## src/rtl/riscv_div.sv

```systemverilog
// Sequential restoring divider for DIV/DIVU/REM/REMU: one shift-subtract step per cycle,
// start/done handshake, RISC-V divide-by-zero and signed-overflow results.
module riscv_div #(
    parameter int unsigned N = 32
) (
    input  logic         clk,
    input  logic         rst_n,
    input  logic         start,
    input  logic [1:0]   op,
    input  logic [N-1:0] a,
    input  logic [N-1:0] b,
    output logic         busy,
    output logic         done,
    output logic [N-1:0] result
);

    localparam int unsigned CW = $clog2(N + 1);
    localparam logic [N-1:0] MIN_NEG = {1'b1, (N-1)'(0)};

    typedef enum logic [1:0] {
        S_IDLE = 2'd0,
        S_CALC = 2'd1,
        S_DONE = 2'd2
    } state_t;

    state_t        state;
    logic [N-1:0]  q;
    logic [N:0]    r;
    logic [N-1:0]  d;
    logic [CW-1:0] cnt;
    logic          is_rem;
    logic          neg_q;
    logic          neg_r;

    logic          is_signed_c;
    logic          ovf_c;
    logic [N-1:0]  a_mag_c;
    logic [N-1:0]  b_mag_c;
    logic [N:0]    shifted_c;
    logic [N:0]    trial_c;
    logic [N:0]    r_nx_c;
    logic [N-1:0]  q_nx_c;
    logic [N-1:0]  q_res_c;
    logic [N-1:0]  rem_res_c;

    // Operand conditioning at load: magnitudes for signed ops, overflow detection.
    always_comb begin
        is_signed_c = ~op[0];
        ovf_c       = is_signed_c && (a == MIN_NEG) && (b == '1);
        a_mag_c     = (is_signed_c && a[N-1]) ? -a : a;
        b_mag_c     = (is_signed_c && b[N-1]) ? -b : b;
    end

    // One restoring step plus the sign fix-up applied to the final step's values.
    always_comb begin
        shifted_c = (r << 1) | (N+1)'(q[N-1]);
        trial_c   = shifted_c - {1'b0, d};
        r_nx_c    = shifted_c;
        q_nx_c    = {q[N-2:0], 1'b0};
        if (!trial_c[N]) begin
            r_nx_c = trial_c;
            q_nx_c = {q[N-2:0], 1'b1};
        end
        q_res_c   = neg_q ? -q_nx_c : q_nx_c;
        rem_res_c = neg_r ? -r_nx_c[N-1:0] : r_nx_c[N-1:0];
    end

    always_ff @(posedge clk) begin
        if (!rst_n) begin
            state  <= S_IDLE;
            q      <= '0;
            r      <= '0;
            d      <= '0;
            cnt    <= '0;
            is_rem <= 1'b0;
            neg_q  <= 1'b0;
            neg_r  <= 1'b0;
            busy   <= 1'b0;
            done   <= 1'b0;
            result <= '0;
        end else begin
            case (state)
                S_IDLE: begin
                    done <= 1'b0;
                    if (start) begin
                        is_rem <= op[1];
                        neg_q  <= is_signed_c && (a[N-1] ^ b[N-1]);
                        neg_r  <= is_signed_c && a[N-1];
                        q      <= a_mag_c;
                        r      <= '0;
                        d      <= b_mag_c;
                        cnt    <= '0;
                        busy   <= 1'b1;
                        if (b == '0) begin
                            result <= op[1] ? a : '1;
                            done   <= 1'b1;
                            state  <= S_DONE;
                        end else if (ovf_c) begin
                            result <= op[1] ? '0 : a;
                            done   <= 1'b1;
                            state  <= S_DONE;
                        end else begin
                            state  <= S_CALC;
                        end
                    end
                end
                S_CALC: begin
                    q   <= q_nx_c;
                    r   <= r_nx_c;
                    cnt <= cnt + CW'(1);
                    if (cnt == CW'(N - 1)) begin
                        result <= is_rem ? rem_res_c : q_res_c;
                        done   <= 1'b1;
                        state  <= S_DONE;
                    end
                end
                S_DONE: begin
                    done  <= 1'b0;
                    busy  <= 1'b0;
                    state <= S_IDLE;
                end
                default: begin
                    done  <= 1'b0;
                    busy  <= 1'b0;
                    state <= S_IDLE;
                end
            endcase
        end
    end

endmodule

```

## config.mk

```make
export PLATFORM = sky130hd
export DESIGN_NAME = riscv_div
export DESIGN_NICKNAME = d
export VERILOG_FILES = /design/src/rtl/riscv_div.sv
export SDC_FILE = /design/constraint.sdc
export NUM_CORES = 1
export LEC_CHECK = 0
export BUFFER_PORTS_ARGS = -buffer_cell sky130_fd_sc_hd__buf_2
export CAP_MARGIN = 15
export CORE_ASPECT_RATIO = 1.4
export CORE_MARGIN = 10
export CORE_UTILIZATION = 30
export CTS_BUF_LIST = sky130_fd_sc_hd__clkbuf_4 sky130_fd_sc_hd__clkbuf_8
export CTS_CLUSTER_SIZE = 28
export DETAILED_ROUTE_END_ITERATION = 8
export GPL_TIMING_DRIVEN = 0
export PLACE_DENSITY = 0.47
export SLEW_MARGIN = 10
export SYNTH_ARGS = -nofsm -noshare
export SYNTH_HDL_FRONTEND = slang
export SYNTH_SLANG_ARGS = --single-unit
```

## constraint.sdc

```tcl
create_clock -name clk -period 5.4 [get_ports clk]
set_input_delay 1.08 -clock clk [delete_from_list [all_inputs] [get_ports clk]]
set_output_delay 1.08 -clock clk [all_outputs]
set_load 0.01 [all_outputs]
```

# ---- Word-level counts from Yosys, hierarchy flattened
# Cells that the tools add are included.
dict set report classes {
  mux 32
  add_sub_neg 6
  n_bitwise 4
  eq_ne 7
  reduce_logical 13
}
# operator n
set op_table {}
lappend op_table {{32-bit two-way mux} 14}
lappend op_table {{32-bit case mux with 2 select lines} 3}
lappend op_table {{32-bit negator} 4}
lappend op_table {{32-bit == test, second input constant} 2}
lappend op_table {{33-bit by 1-bit bitwise OR with 33-bit output} 1}
lappend op_table {{33-bit by 32-bit subtractor with 33-bit output} 1}
lappend op_table {{32-bit logical NOT} 1}
lappend op_table {{6-bit case mux with 2 select lines} 1}
lappend op_table {{2-bit two-way mux} 4}
lappend op_table {{2-bit AND reduction} 4}
lappend op_table {{6-bit by 1-bit adder with 6-bit output, second input constant} 1}
lappend op_table {{6-bit by 5-bit == test with 1-bit output, second input constant} 1}
lappend op_table {{1-bit two-way mux} 6}
lappend op_table {{6-bit two-way mux} 1}
lappend op_table {{1-bit logical AND} 5}
lappend op_table {{2-bit != test, second input constant} 2}
lappend op_table {{1-bit case mux with 2 select lines} 2}
lappend op_table {{2-bit case mux with 2 select lines} 1}
lappend op_table {{4-bit AND reduction} 1}
lappend op_table {{3-bit != test, second input constant} 1}
lappend op_table {{2-bit by 1-bit == test with 1-bit output, second input constant} 1}
lappend op_table {{2-bit logical NOT} 1}
lappend op_table {{1-bit inverter} 2}
lappend op_table {{2-bit nonzero test} 1}
lappend op_table {{1-bit XOR} 1}
dict set report totals {
  output_inout_bits 34
  ff_bits 141
  input_bits 69
  elab_cells 73
}

# ---- Logic depth before layout (Yosys ltp)
dict set report depth {
  ltp_word 8
  ltp_mapped 22
  depth_no_buf 19
}

# ---- Worst setup path before layout
# Ideal clock, no wire load.
dict set report synth_path {
  path_kind {reg-to-reg}
  from {reg q[31]}
  to {reg result[30]}
  path_stages_with_launch 20
  path_buffers 2
  setup_time_ns 0.131
  path_slack_ns 0.585
  arrival_ns 4.685
  period_less_slack_ns 4.815
  path_cell_list {dfxtp_1 inv_1 ha_1 fa_1 nand2b_1 a21oi_2 o211ai_1 a211o_1 a221oi_2 inv_2 clkbuf_1 clkbuf_1 a21oi_1 ha_1 nor4b_2 a41oi_1 or3_4 o31ai_1 xnor2_1 o22ai_1}
}
dict set report synth_via {
  elab_chain_cells 8
}
# item line_no
set synth_rtl {}
lappend synth_rtl {{from (decl)} 27} ;# logic [N-1:0] q;
lappend synth_rtl {{from (signal assigned)} 89} ;# q <= a_mag_c;
lappend synth_rtl {{from (signal assigned)} 108} ;# q <= q_nx_c;
lappend synth_rtl {{33-bit by 1-bit bitwise OR with 33-bit output *} 56} ;# shifted_c = (r << 1) | (N+1)'(q[N-1]);
lappend synth_rtl {{33-bit by 32-bit subtractor with 33-bit output} 57} ;# trial_c = shifted_c - {1'b0, d};
lappend synth_rtl {{1-bit two-way mux / 32-bit two-way mux (equally long branches)} 60} ;# if (!trial_c[N]) begin
lappend synth_rtl {{32-bit negator (on tied branches)} {64, 65}}
lappend synth_rtl {{32-bit two-way mux (on tied branches)} {64, 65}}
lappend synth_rtl {{32-bit two-way mux *} 112} ;# result <= is_rem ? rem_res_c : q_res_c;
lappend synth_rtl {{32-bit two-way mux *} 111} ;# if (cnt == CW'(N - 1)) begin
lappend synth_rtl {{32-bit case mux with 2 select lines *} 82} ;# case (state)
lappend synth_rtl {{to (signal assigned)} 95} ;# result <= op[1] ? a : '1;
lappend synth_rtl {{to (signal assigned)} 99} ;# result <= op[1] ? '0 : a;
lappend synth_rtl {{to (signal assigned)} 112}
lappend synth_rtl {{to (decl)} 14} ;# output logic [N-1:0] result
# Every way passes the cells marked *; elsewhere a longest branch is shown, timed or not. The select of a mux whose other input is x is not followed.
# A chain may end at the register's enable or synchronous reset.

# ---- Worst setup path after layout
dict set report layout_path {
  from {in a[1]}
  to {reg result[0]}
}
dict set report layout_via {
  elab_chain_cells 5
}
# item line_no
set layout_rtl {}
lappend layout_rtl {{from (decl)} 10} ;# input logic [N-1:0] a,
lappend layout_rtl {{32-bit == test} 49} ;# ovf_c = is_signed_c && (a == MIN_NEG) && (b == '1);
lappend layout_rtl {{1-bit logical AND (2 in series)} 49}
lappend layout_rtl {{3-bit != test (no source line)} --}
lappend layout_rtl {{4-bit AND reduction (no source line)} --}
# No other way between the ends.

==> results.yml <==
place:
  gp_congestion: 0.987
  placed_area_um2: 12800
  port_buffers: 100
  dp_hpwl_um: 43200
  place_ws_ps: -1550
  place_inst: 2211
timing:
  rsz0062_at_grt: "no"
  slew_headroom_pct: 20.2
  hold_viol_final: 0
  setup-tns-final_ps: 0
  max_freq_mhz: 189
  timing.final.crit_share_pct: 97.8
  setup_slack_ps: 120
  worst_pin_slew_ps: 1190
  fin_worst_skew_ps: 18.4
  final-setup-viol-count: 0
  holdWs_ps: 453
  finalMaxSlewViolations: 0
  fin_crit_ps: 5280
clock_network:
  hold_buffers: 0
  cts_tree: "built"
  insertion_delay_ps: 510
  path_clk_slew_ps: 90
  cts_buffers: 17
  cts_max_path_buffers: 2
  cts.sinks: 141
  cts-root-buf: "clkbuf_8"
  htreeDepth: 4
setup_path:
  cp.required_ps: 5830
  cp_max_fo: 10
  arrival_ps: 5710
  worstSetupStartpointType: "input port"
  crit_path_end_kind: "flop"
  critPathKind: "in2reg"
finish:
  layout.cells.non_filler: 2249
  nets: 1821
  seqCellArea_um2: 2830
  areaGrowthSynthToFinish_pct: 14.7
  fin_util_pct: 34.7
  fillers: 4196
  multi_input_area_um2: 8220
  fin_area_um2: 13300
  drive_gt1_share_pct: 11.2
logic_synthesis:
  syn_inst: 1588
  syn_nets: 1696
  yosysWarnings: 0
  netlist_area_um2: 11600
  yosysSeqAreaShare_pct: 24.3
  ys_ff_latch: 141
  synth_edf_count: 0
  synth.avg_cell_area_um2: 7.31
  synth.distinct_cells: 85
  synth_ff_type: "dfxtp_1"
  synthArstFlopShare_pct: 0
route:
  wl_per_cell_um: 23.6
  vias: 12700
  first_pass_iters: 5
  route.detailed.vias_per_inst: 5.62
  drtAntennaViolNets: 0
  drc: 0
  drtIter0Drc: 1006
  totalWireLength_um: 53100
die:
  die_x_um: 186
  rows: 85
  dieArea_um2: 47100
  core_um2: 38400
  pin_count: 103
  dieHeight_um: 253
  start_util_pct: 30.2
pwr:
  finalPower_mw: 4.33
  peakVddDrop_uv: 157
  p_leak_nw: 4.90
  p_per_area_nw_per_um2: 326
run_status:
  outcome: "completed"
grt:
  grt_usage_pct: 22.6
  gr-total-overflow: 0
  grt_pass1_vias: 12800
  grt_pass1_wl_um: 80000
  antenna_found_initial: 1
  grt_max_degree: 20
flow_run:
  drv_cap: 0
hold_path:
  min_path_type: "reg2reg"
==> placed cells by master, fill, tap and decap left out, drive strengths merged, types with 21 or more instances in the layout <==
cell type and instances:
a211oi 36, nor3 36, ha 38, o31ai 22
dfxtp 141, mux2i 23, o221ai 29, a22oi 21
clkbuf 87, o21ai 99, nand2 144, xnor2 81
nor2 200, or3 32, xor2 50, inv 82
maj3 27, o211ai 22, buf 131, a21oi 168
==> worst paths after layout <==
| path | depth (start not counted) | startpoint | end | slack [ps] |
|---|---|---|---|---|
| worst min-delay path | 2 | result[26] | result[26] | 450 |
| worst min register to register | 2 | result[26] | result[26] | 450 |
| worst max-delay path | 13 | a[1] | result[0] | 120 |
| worst max register to register | 21 | q[31] | result[26] | 300 |
==> final cells by class <==
type | instances | area share (%)
Clock buffer | 17 | 1.76
Tap cell | 522 | 4.91
Timing Repair Buffer | 108 | 4.24
Sequential cell | 141 | 21.2
Buffer | 93 | 2.96
Multi-Input combinational cell | 1278 | 61.8
Inverter | 74 | 2.11
Clock inverter | 15 | 0.950
Antenna cell | 1 | 0.0188
==> registers in the layout, indices dropped and copies added, names as in the netlist <==
register  cells
done          1
d            32
is_rem        1
result       32
state         2
q            32
neg_q         1
busy          1
r            32
neg_r         1
cnt           6
==> cells in the mapped netlist, types with 13 or more instances <==
library cell / instances / area (um^2)
a311oi_1: 13 / 114
nor4_1: 19 / 119
mux2i_1: 23 / 230
xnor2_1: 81 / 709
or4_1: 13 / 97.6
xor2_1: 50 / 438
o221ai_1: 29 / 254
nand3_1: 20 / 100
clkbuf_1: 72 / 270
o41ai_1: 14 / 123
a21oi_1: 167 / 836
o31ai_1: 21 / 158
ha_1: 38 / 475
o211ai_1: 22 / 165
or3_1: 30 / 188
inv_1: 71 / 267
nor3_1: 36 / 180
dfxtp_1: 141 / 2820
a211oi_1: 35 / 263
maj3_1: 27 / 270
nand4_1: 17 / 106
nor2_1: 200 / 751
a22oi_1: 21 / 158
o21ai_0: 91 / 455
nand2_1: 144 / 541
==> worst max-delay path: stages <==
cell,delay [ps]
buf_2,130
inv_1,90
ha_1,160
or3b_2,480
nor4_1,740
nand2_1,180
nor2_1,470
a41o_1,310
o211a_1,300
clkbuf_1,590
clkbuf_1,680
o211ai_1,280
a21oi_1,190
==> repair_timing <==
item	CTS	global route
endpoints found under the setup margin	16	11
gates resized for setup	16	8
pin swaps	5	5
setup buffers	6	1
==> routing by layer <==
metal | track usage [%] | part of all wire (%) | up-vias
met5 | 0 | 0 | -
met4 | 14.1 | 6.0 | 0
met3 | 3.11 | 4.1 | 134
met2 | 40.5 | 52 | 420
met1 | 24.3 | 38 | 6044
li1 | - | - | 6052
==> where the power goes <==
| group | total [mW] | internal, mW | switching, mW |
|---|---|---|---|
| Sequential | 1.22 | 1.13 | 0.0970 |
| Combinational | 2.27 | 0.796 | 1.47 |
| Clock | 0.844 | 0.332 | 0.512 |
| Total | 4.33 | 2.25 | 2.08 |
==> cell families (layout without fill, tap and decap cells) <==
family,Yosys count,count (layout),share of synthesized area (%)
xor+xnor,131,131,9.89
simple gates,541,541,21.9
buf+inv,169,307,5.74
mux,32,32,2.86
compound gates,508,508,28.7
flops,141,141,24.3
fa+ha+maj,66,66,6.60
other cells,0,1,0
(Power assumes the default switching activity.)
